$ cat config.mk
export PLATFORM = sky130hd
export DESIGN_NAME = instr_fetch_unit
export DESIGN_NICKNAME = d
export VERILOG_FILES = /design/src/rtl/ifu_defs.sv /design/src/rtl/ifu_iq.sv /design/src/rtl/instr_fetch_unit.sv
export SDC_FILE = /design/constraint.sdc
export NUM_CORES = 1
export LEC_CHECK = 0
export BUFFER_PORTS_ARGS = -buffer_cell sky130_fd_sc_hd__buf_2
export CORE_MARGIN = 2
export CORE_UTILIZATION = 50
export CTS_BUF_LIST = sky130_fd_sc_hd__clkbuf_4
export CTS_CLUSTER_SIZE = 40
export DETAILED_ROUTE_END_ITERATION = 8
export GPL_TIMING_DRIVEN = 0
export PLACE_DENSITY = 0.76
export SLEW_MARGIN = 20
export SYNTH_ARGS = -nofsm -noshare
export SYNTH_HDL_FRONTEND = slang
export SYNTH_SLANG_ARGS = --single-unit
$ cat constraint.sdc
create_clock -name clk -period 5.7 [get_ports clk]
set_input_delay 1.71 -clock clk [delete_from_list [all_inputs] [get_ports clk]]
set_output_delay 1.71 -clock clk [all_outputs]
set_load 0.03 [all_outputs]
$ cat src/rtl/ifu_defs.sv
// Shared fetch-unit definitions: FSM encodings, reset PC, NOP word and IQ entry layout.
// Pure declarations; no timing or flow control of its own.
package ifu_defs;

  localparam logic [1:0] S_BOOT = 2'd0;
  localparam logic [1:0] S_RUN  = 2'd1;
  localparam logic [1:0] S_HALT = 2'd2;

  localparam logic [31:0] IFU_RESET_PC = 32'h0040_0000;
  localparam logic [31:0] NOP_WORD     = 32'h0000_0000;

  typedef struct packed {
    logic [31:0] pc;
    logic [31:0] instr;
  } iq_entry_t;

  function automatic logic [31:0] word_align(input logic [31:0] addr);
    return addr & ~32'h3;
  endfunction

endpackage

$ cat src/rtl/ifu_iq.sv
// Synchronous FIFO with flush and occupancy count; head is a registered entry, 1 cycle push->head.
// Push while full is ignored unless a pop happens in the same cycle; pop while empty is ignored.
module ifu_iq #(
  parameter int WIDTH = 64,
  parameter int DEPTH = 2
) (
  input  logic                   clk,
  input  logic                   rst_n,
  input  logic                   flush,
  input  logic                   push,
  input  logic [WIDTH-1:0]       push_dat,
  input  logic                   pop,
  output logic [WIDTH-1:0]       head_dat,
  output logic                   empty,
  output logic                   full,
  output logic [$clog2(DEPTH):0] count
);

  localparam int AW = $clog2(DEPTH);

  logic [WIDTH-1:0] mem [DEPTH];
  logic [AW-1:0]    wr_ptr;
  logic [AW-1:0]    rd_ptr;
  logic             do_push;
  logic             do_pop;

  assign empty    = (count == '0);
  assign full     = (count == (AW+1)'(DEPTH));
  assign do_pop   = pop && !empty;
  assign do_push  = push && (!full || do_pop);
  assign head_dat = mem[rd_ptr];

  always_ff @(posedge clk) begin
    if (!rst_n || flush) begin
      wr_ptr <= '0;
      rd_ptr <= '0;
      count  <= '0;
    end else begin
      if (do_push) wr_ptr <= wr_ptr + AW'(1);
      if (do_pop)  rd_ptr <= rd_ptr + AW'(1);
      if (do_push && !do_pop)      count <= count + (AW+1)'(1);
      else if (do_pop && !do_push) count <= count - (AW+1)'(1);
    end
  end

  always_ff @(posedge clk) begin
    if (do_push && !flush) mem[wr_ptr] <= push_dat;
  end

endmodule

$ cat src/rtl/instr_fetch_unit.sv
// Fetch stage: owns the PC, issues IMEM word fetches, queues responses for the decoder; >=2 cycles accept->instr_valid.
// Requests are credit-limited so in-flight + queued words never exceed IQ_DEPTH; redirect flushes and drops stale words.
module instr_fetch_unit
  import ifu_defs::*;
#(
  parameter logic [31:0] RESET_PC = IFU_RESET_PC,
  parameter int          IQ_DEPTH = 2
) (
  input  logic        clk,
  input  logic        rst_n,
  output logic        imem_req_valid,
  input  logic        imem_req_ready,
  output logic [31:0] imem_addr,
  input  logic        imem_rvalid,
  input  logic [31:0] imem_rdata,
  output logic        instr_valid,
  input  logic        instr_ready,
  output logic [31:0] instru,
  output logic [31:0] instr_pc,
  input  logic        redirect_valid,
  input  logic [31:0] redirect_pc,
  input  logic        halt
);

  localparam int CW = $clog2(IQ_DEPTH) + 1;

  logic [1:0]    state;
  logic [31:0]   fetch_pc;
  logic [CW-1:0] outstanding;
  logic [CW-1:0] outstanding_nxt;
  logic [CW-1:0] drop_cnt;
  logic [CW-1:0] iq_count;
  logic [CW-1:0] tag_count;
  logic          iq_empty, iq_full, tag_empty, tag_full;
  iq_entry_t     iq_head, iq_wr;
  logic [31:0]   tag_pc;
  logic          accept, resp, redirect_eff, iq_push, iq_pop;

  assign redirect_eff   = redirect_valid && (state != S_BOOT);
  assign imem_req_valid = (state == S_RUN) && !halt &&
                          (({1'b0, outstanding} + {1'b0, iq_count}) < (CW+1)'(IQ_DEPTH));
  assign imem_addr      = fetch_pc;
  assign accept         = imem_req_valid && imem_req_ready;
  assign resp           = imem_rvalid && (outstanding != '0);

  // A response is discarded while stale words are owed, and also in a redirect cycle itself.
  assign iq_push     = resp && (drop_cnt == '0) && !redirect_eff;
  assign iq_wr       = '{pc: tag_pc, instr: imem_rdata};
  assign instr_valid = !iq_empty && !redirect_valid;
  assign iq_pop      = instr_valid && instr_ready;
  assign instru      = iq_empty ? NOP_WORD : iq_head.instr;
  assign instr_pc    = iq_empty ? 32'h0    : iq_head.pc;

  always_comb begin
    outstanding_nxt = outstanding;
    case ({accept, resp})
      2'b10:   outstanding_nxt = outstanding + CW'(1);
      2'b01:   outstanding_nxt = outstanding - CW'(1);
      default: outstanding_nxt = outstanding;
    endcase
  end

  always_ff @(posedge clk) begin
    if (!rst_n) begin
      state       <= S_BOOT;
      fetch_pc    <= RESET_PC;
      outstanding <= '0;
      drop_cnt    <= '0;
    end else begin
      case (state)
        S_BOOT:  state <= S_RUN;
        S_RUN:   if (halt) state <= S_HALT;
        S_HALT:  if (!halt) state <= S_RUN;
        default: state <= S_BOOT;
      endcase
      outstanding <= outstanding_nxt;
      if (redirect_eff) begin
        fetch_pc <= word_align(redirect_pc);
        drop_cnt <= outstanding_nxt;
      end else begin
        if (accept) fetch_pc <= fetch_pc + 32'd4;
        if (resp && (drop_cnt != '0)) drop_cnt <= drop_cnt - CW'(1);
      end
    end
  end

  ifu_iq #(.WIDTH(64), .DEPTH(IQ_DEPTH)) u_iq (
    .clk      (clk),
    .rst_n    (rst_n),
    .flush    (redirect_eff),
    .push     (iq_push),
    .push_dat (iq_wr),
    .pop      (iq_pop),
    .head_dat (iq_head),
    .empty    (iq_empty),
    .full     (iq_full),
    .count    (iq_count)
  );

  // Tags are never flushed: stale responses still arrive and must pop their PC.
  ifu_iq #(.WIDTH(32), .DEPTH(IQ_DEPTH)) u_tag (
    .clk      (clk),
    .rst_n    (rst_n),
    .flush    (1'b0),
    .push     (accept),
    .push_dat (fetch_pc),
    .pop      (resp),
    .head_dat (tag_pc),
    .empty    (tag_empty),
    .full     (tag_full),
    .count    (tag_count)
  );

  a_no_orphan_resp: assert property (@(posedge clk) disable iff (!rst_n)
    !(imem_rvalid && (outstanding == '0)));
  a_iq_no_overflow: assert property (@(posedge clk) disable iff (!rst_n)
    !(iq_push && iq_full && !iq_pop));
  a_tag_consistent: assert property (@(posedge clk) disable iff (!rst_n)
    !(resp && tag_empty) && !(accept && tag_full) && (tag_count == outstanding));

endmodule

== Yosys cells after proc, flatten, opt, wreduce, memory -nomap -nowiden ==
Memory sizes are Yosys's and may differ from the RTL's. A register that Yosys moved wholly into a read port is not among the register bits.
Index checks and enable logic that the tools add are counted.
Storage, ports and cells
  register bits after elaboration: 46
  RAM bits: 192
  input port bits: 71
  output and inout bits: 98
  word-level logic and storage cells: 105
  memories kept: 2
Operators by class
  add/subtract/negate cells: 13
  order comparisons: 1
  equality and inequality tests: 8
  muxes and demuxes: 22
  bitwise operators: 1
  reductions and logical operators: 47
Memories
  u_iq.mem: depth 2, bits a word 64, rd ports 1, clocked after Yosys merged registers in 1, write ports 1, RTL line ifu_iq.sv:21  | logic [WIDTH-1:0] mem [DEPTH];
  u_tag.mem: depth 2, bits a word 32, rd ports 1, clocked after Yosys merged registers in 1, write ports 1, RTL line ifu_iq.sv:21
Operator list (number)
  $mux 32: 4
  $add 32x3->32 const B: 1
  $logic_and 1x1->1: 19
  $mux 2: 8
  $reduce_bool 2->1: 7
  $logic_not 1->1: 12
  $eq 2x2->1 const B: 4
  $logic_not 2->1: 4
  $mux 1: 8
  $sub 2x1->2 const B: 4
  $add 2x1->2 const B: 3
  $pmux 2 s3: 1
  $add 1x1->1 const B: 4
  $eq 2x1->1 const B: 2
  $ne 2x2->1 const B: 2
  $pmux 2 s2: 1
  $add 2x2->3: 1
  $logic_or 1x1->1: 3
  $lt 3x2->1 const B: 1
  $reduce_and 2->1: 1
  $reduce_or 2->1: 1
  $not 1->1: 1

== Longest topological paths before layout ==
  depth after elaboration: 11
  depth in mapped cells: 12
  depth with buffers taken out: 11

== By module ==
Synthesis repeated with hierarchy kept, for this count alone.
Unflattened totals
  cell total of the unflattened synthesis: 686
  area total of the unflattened synthesis: 9955.8 sq um
Modules (own cells, without submodules)
  ifu_iq at u_iq: instances 1, cells each 227, area an instance 4857.2 sq um, seq. area each 3943.8 sq um
  ifu_iq at u_tag: instances 1, cells each 128, area an instance 2551.2 sq um, seq. area each 2021.9 sq um
  instr_fetch_unit: instances 1, cells each 331, area an instance 2547.4 sq um, seq. area each 720.7 sq um

== Worst setup path after synthesis ==
OpenSTA, ideal clock, no wires.
  path kind: input port to flip-flop
  from: input port redirect_valid
  to: memory u_iq.mem[0][0], enable pin
  library setup time: 490 ps
  arrival time: 5330 ps
  required time: 5210 ps
  slack: -120 ps
  stages: 3
  path buffers: 0
  cells stage by stage: or3b_2 a31oi_1 nor2b_1
On the way
  cells in the longest elaborated chain, start to end: 9
  elaborated cells on any way between the ends: 12
  those cells by class: 2 x mux; 10 x reduce/logical
Ends and longest elaborated chain
  from (decl): RTL line instr_fetch_unit.sv:20  | input logic redirect_valid,
  $logic_not 1->1: RTL line instr_fetch_unit.sv:49  | assign instr_valid = !iq_empty && !redirect_valid;
  $logic_and 1x1->1: RTL line instr_fetch_unit.sv:49
  $logic_and 1x1->1: RTL line instr_fetch_unit.sv:50  | assign iq_pop = instr_valid && instr_ready;
  $logic_and 1x1->1: RTL line ifu_iq.sv:29  | assign do_pop = pop && !empty;
  $logic_or 1x1->1: RTL line ifu_iq.sv:30  | assign do_push = push && (!full || do_pop);
  $logic_and 1x1->1 (*): RTL line ifu_iq.sv:30
  named net u_iq.do_push: RTL line ifu_iq.sv:24  | logic do_push;
  $logic_and 1x1->1 (*): RTL line ifu_iq.sv:47  | if (do_push && !flush) mem[wr_ptr] <= push_dat;
  $mux 1 (*): RTL line ifu_iq.sv:47
  $mux 1 (not written as such) (*): RTL line ifu_iq.sv:47
  to (decl): RTL line ifu_iq.sv:21
The timed path passes the listed nets; every way through them passes the cells marked *.

== Worst setup path after layout ==
  from: register u_iq.count[1]
  to: output port instr_pc[21]
On the way
  cells in the longest elaborated chain, start to end: 2
Ends and longest elaborated chain
  from (decl): RTL line ifu_iq.sv:16  | output logic [$clog2(DEPTH):0] count
  from (signal assigned): RTL line ifu_iq.sv:41  | if (do_push && !do_pop) count <= count + (AW+1)'(1);
  from (signal assigned): RTL line ifu_iq.sv:42  | else if (do_pop && !do_push) count <= count - (AW+1)'(1);
  $logic_not 2->1: RTL line ifu_iq.sv:27  | assign empty = (count == '0);
  $mux 32: RTL line instr_fetch_unit.sv:52  | assign instr_pc = iq_empty ? 32'h0 : iq_head.pc;
  to (decl): RTL line instr_fetch_unit.sv:19  | output logic [31:0] instr_pc,
No other way between the ends.

==> reports/metrics.cfg <==
[flow_run]
cap_violations=0

[clock_tree]
root_buffer=clkbuf_4
h-tree-depth=2
clk_path_buf_depth=3
clk_pin_slew_ps=70
cts_tree=built
cts_buffers=54
cts_sinks=230
clk_latency_ps=660
cts_resized=0
hold_buffers=0
post-cts-setup-buffer-count=0

[yosys]
synth_compound_area_frac=0.0412
netlist_area_mm2=0.00924
syn_avg_cell_area_um2=14.2
synth_edf_count=184
synthSimpleGateAreaFrac=0.0950
synthFlopType=edfxtp_1
synthMuxAreaShare=0.104
synthCells=650
synth.distinct_cells=43
synth_fa_ha_area_frac=0.0100
synth_seq_cells=230
synth_async_sr_flop_share=0
synth_top_family_by_area=multiplexers
ys_warn_count=0
synth_xor_area_frac=0.0341
ys_seq_area_frac=0.698

[grt]
antenna_found_initial=0
gr-usage-all-layers=0.201
grt_pass1_vias=6008
grt_max_degree=54
gr-total-overflow=0
grt_pass1_wl_mm=31.0

[placed_design]
port_buffers=162
dp_hpwl_mm=13.8
place_congestion=0.876

[pwr]
power.leakage_uw=0.00413
power_density_mw_per_mm2=338
vdd_drop_max_mv=0.182

[drt]
drc=0
wl_per_cell_um=17.3
routed_via_density=5.28
drtPass1Iterations=4
drtIter0Drc=415
wirelength_mm=19.9
num_vias=6073
antenna_left=0

[worst_setup_path]
worstPathRequired_ps=3990
critPathCaptureType=primary output
r2r_setup_slack_ps=2280
r2r-end=u_tag.mem[0][19]
critPathLaunchType=flip-flop
critPathKind=reg2out
worstPathArrival_ps=2720
worstReg2RegStart=u_iq.count[0]
worstPathMaxFanout=10
rr_worst_depth=9

[finish]
syn2layout_area_growth_pct=21.8
multiInputGateArea_mm2=0.00266
drive_gt1_frac=0.332
diodes=0
regArea_mm2=0.00645
fin_nets=954
fillers=1386

[timing]
period_needed_ps=4430
fin_crit_sh=0.776
fin_skew_ps=32.2
rsz0062_at_grt=no
tightest_slew_ps=1050
max_freq_mhz=226
holdWs_ps=510
final_max_slew_viol_count=0
relSlewSlack=0.296
finalHoldViolations=0
finalSetupTns_ps=0
setup_viol=0

[worst_hold_path]
min_to=state[1]
hold-path-cell-count=2
hp-start=state[1]
hp-class=reg2reg

[floorplan]
core_mm2=0.0180
die_area_mm2=0.0196
start_util=0.512
ioPinCount=169
dieWidth_um=140
die_h_um=140
row_count=49

[outcome]
outcome=finished clean

## flip-flops by register name, summed over array words and instances, names as in the netlist, 2 cells and up, named ones only
| register | count |
|---|---|
| u_iq.count | 2 |
| u_iq.mem | 124 |
| u_tag.count | 2 |
| imem_addr | 30 |
| state | 2 |
| u_tag.mem | 60 |
| outstanding | 2 |
| drop_cnt | 2 |
## logic make-up after synthesis
group                    Yosys count
AO/OA/AOI/OAI                     68
XOR/XNOR                          36
adder cells (fa/ha/maj)            7
buffers and inverters             39
flip-flops                       230
multiplexers                      92
other                              1
AND/OR/NAND/NOR                  177
## cell type report
type / count / area share
Buffer: 31 / 0.0118
Clock buffer: 90 / 0.0600
Clock inverter: 11 / 0.00367
Inverter: 8 / 0.00267
Multi-Input combinational cell: 384 / 0.237
Sequential cell: 230 / 0.573
Tap cell: 229 / 0.0255
Timing Repair Buffer: 168 / 0.0867
## worst max-delay path: stages, from the launching register on
cell	delay, ps
dfxtp_1	360
nor2_1	820
clkbuf_1	500
nor2_1	170
buf_2	220
## through the flow
stage / power (µW) / instance area (µm²) / setup slack, ps / instances / util
finish: 3800 / 11300 / 1270 / 1151 / 0.624
global route: 3960 / 11300 / 1060 / 1151 / 0.624
detailed placement: 2510 / 10500 / 1460 / 1050 / 0.584
CTS: 3830 / 11300 / 1200 / 1151 / 0.624
global placement: 2490 / 10300 / -137 / 1044 / 0.574
floorplan: 2320 / 9250 / 961 / 653 / -
## metal layers
metal | vias up | global-route usage | part of all wire
li1 | 2915 | - | -
met5 | - | 0 | 0
met4 | 0 | 0.0847 | 0.028
met3 | 41 | 0.0523 | 0.075
met2 | 254 | 0.318 | 0.46
met1 | 2863 | 0.267 | 0.43
## layout by cell type, fill, tap and decap left out, types with 4 or more instances in the layout
master / instances
xnor2_1: 14
a211oi_1: 7
dfxtp_1: 46
clkbuf_4: 90
clkinv_1: 11
and2_1: 7
mux2_2: 30
a21oi_1: 20
clkbuf_1: 21
inv_1: 8
nand4_1: 15
a31oi_1: 5
xor2_1: 22
buf_2: 163
buf_1: 5
ha_1: 5
nand2_1: 16
conb_1: 4
nand3_1: 14
nor2_1: 86
or3_1: 6
buf_16: 6
and3_1: 5
edfxtp_1: 184
o21ai_0: 30
nor3_1: 4
buf_4: 4
mux2i_1: 62
and4_1: 6
## worst max-delay path by stage
stage / end / depth (start not counted) / startpoint / slack (ps)
2_1_floorplan: u_tag.mem[0][10] / 6 / halt / 960
3_3_place_gp: u_iq.mem[0][21] / 4 / redirect_valid / -140
3_5_place_dp: imem_req_valid / 4 / halt / 1460
4_1_cts: instr_pc[16] / 5 / flip-flop / 1200
5_1_grt: instr_pc[22] / 4 / u_iq.count[1] / 1060
6_report: instr_pc[21] / 4 / u_iq.count[1] / 1270
## synth_stat cells, drive strengths merged (6+ instances only)
cell | number | area [µm²]
a211oi | 7 | 52.6
a21oi | 20 | 100
and2 | 9 | 56.3
and4 | 6 | 52.6
buf | 10 | 53.8
clkbuf | 21 | 78.8
dfxtp | 46 | 921
edfxtp | 184 | 5530
inv | 8 | 30.0
mux2 | 30 | 338
mux2i | 62 | 621
nand2 | 16 | 60.1
nand3 | 14 | 70.1
nand4 | 15 | 93.8
nor2 | 87 | 334
nor4 | 6 | 50.0
o21ai | 31 | 155
or3 | 7 | 48.8
xnor2 | 14 | 123
xor2 | 22 | 193
## report_power, final
part	switching, µW	leakage [µW]	total [µW]	internal [µW]
sequential	56.3	0.00205	1950	1890
combinational	357	0.00165	529	172
clock	610	0.000431	1320	709
total	1020	0.00413	3800	2770
No activity file was read; power rests on OpenSTA's default activity.
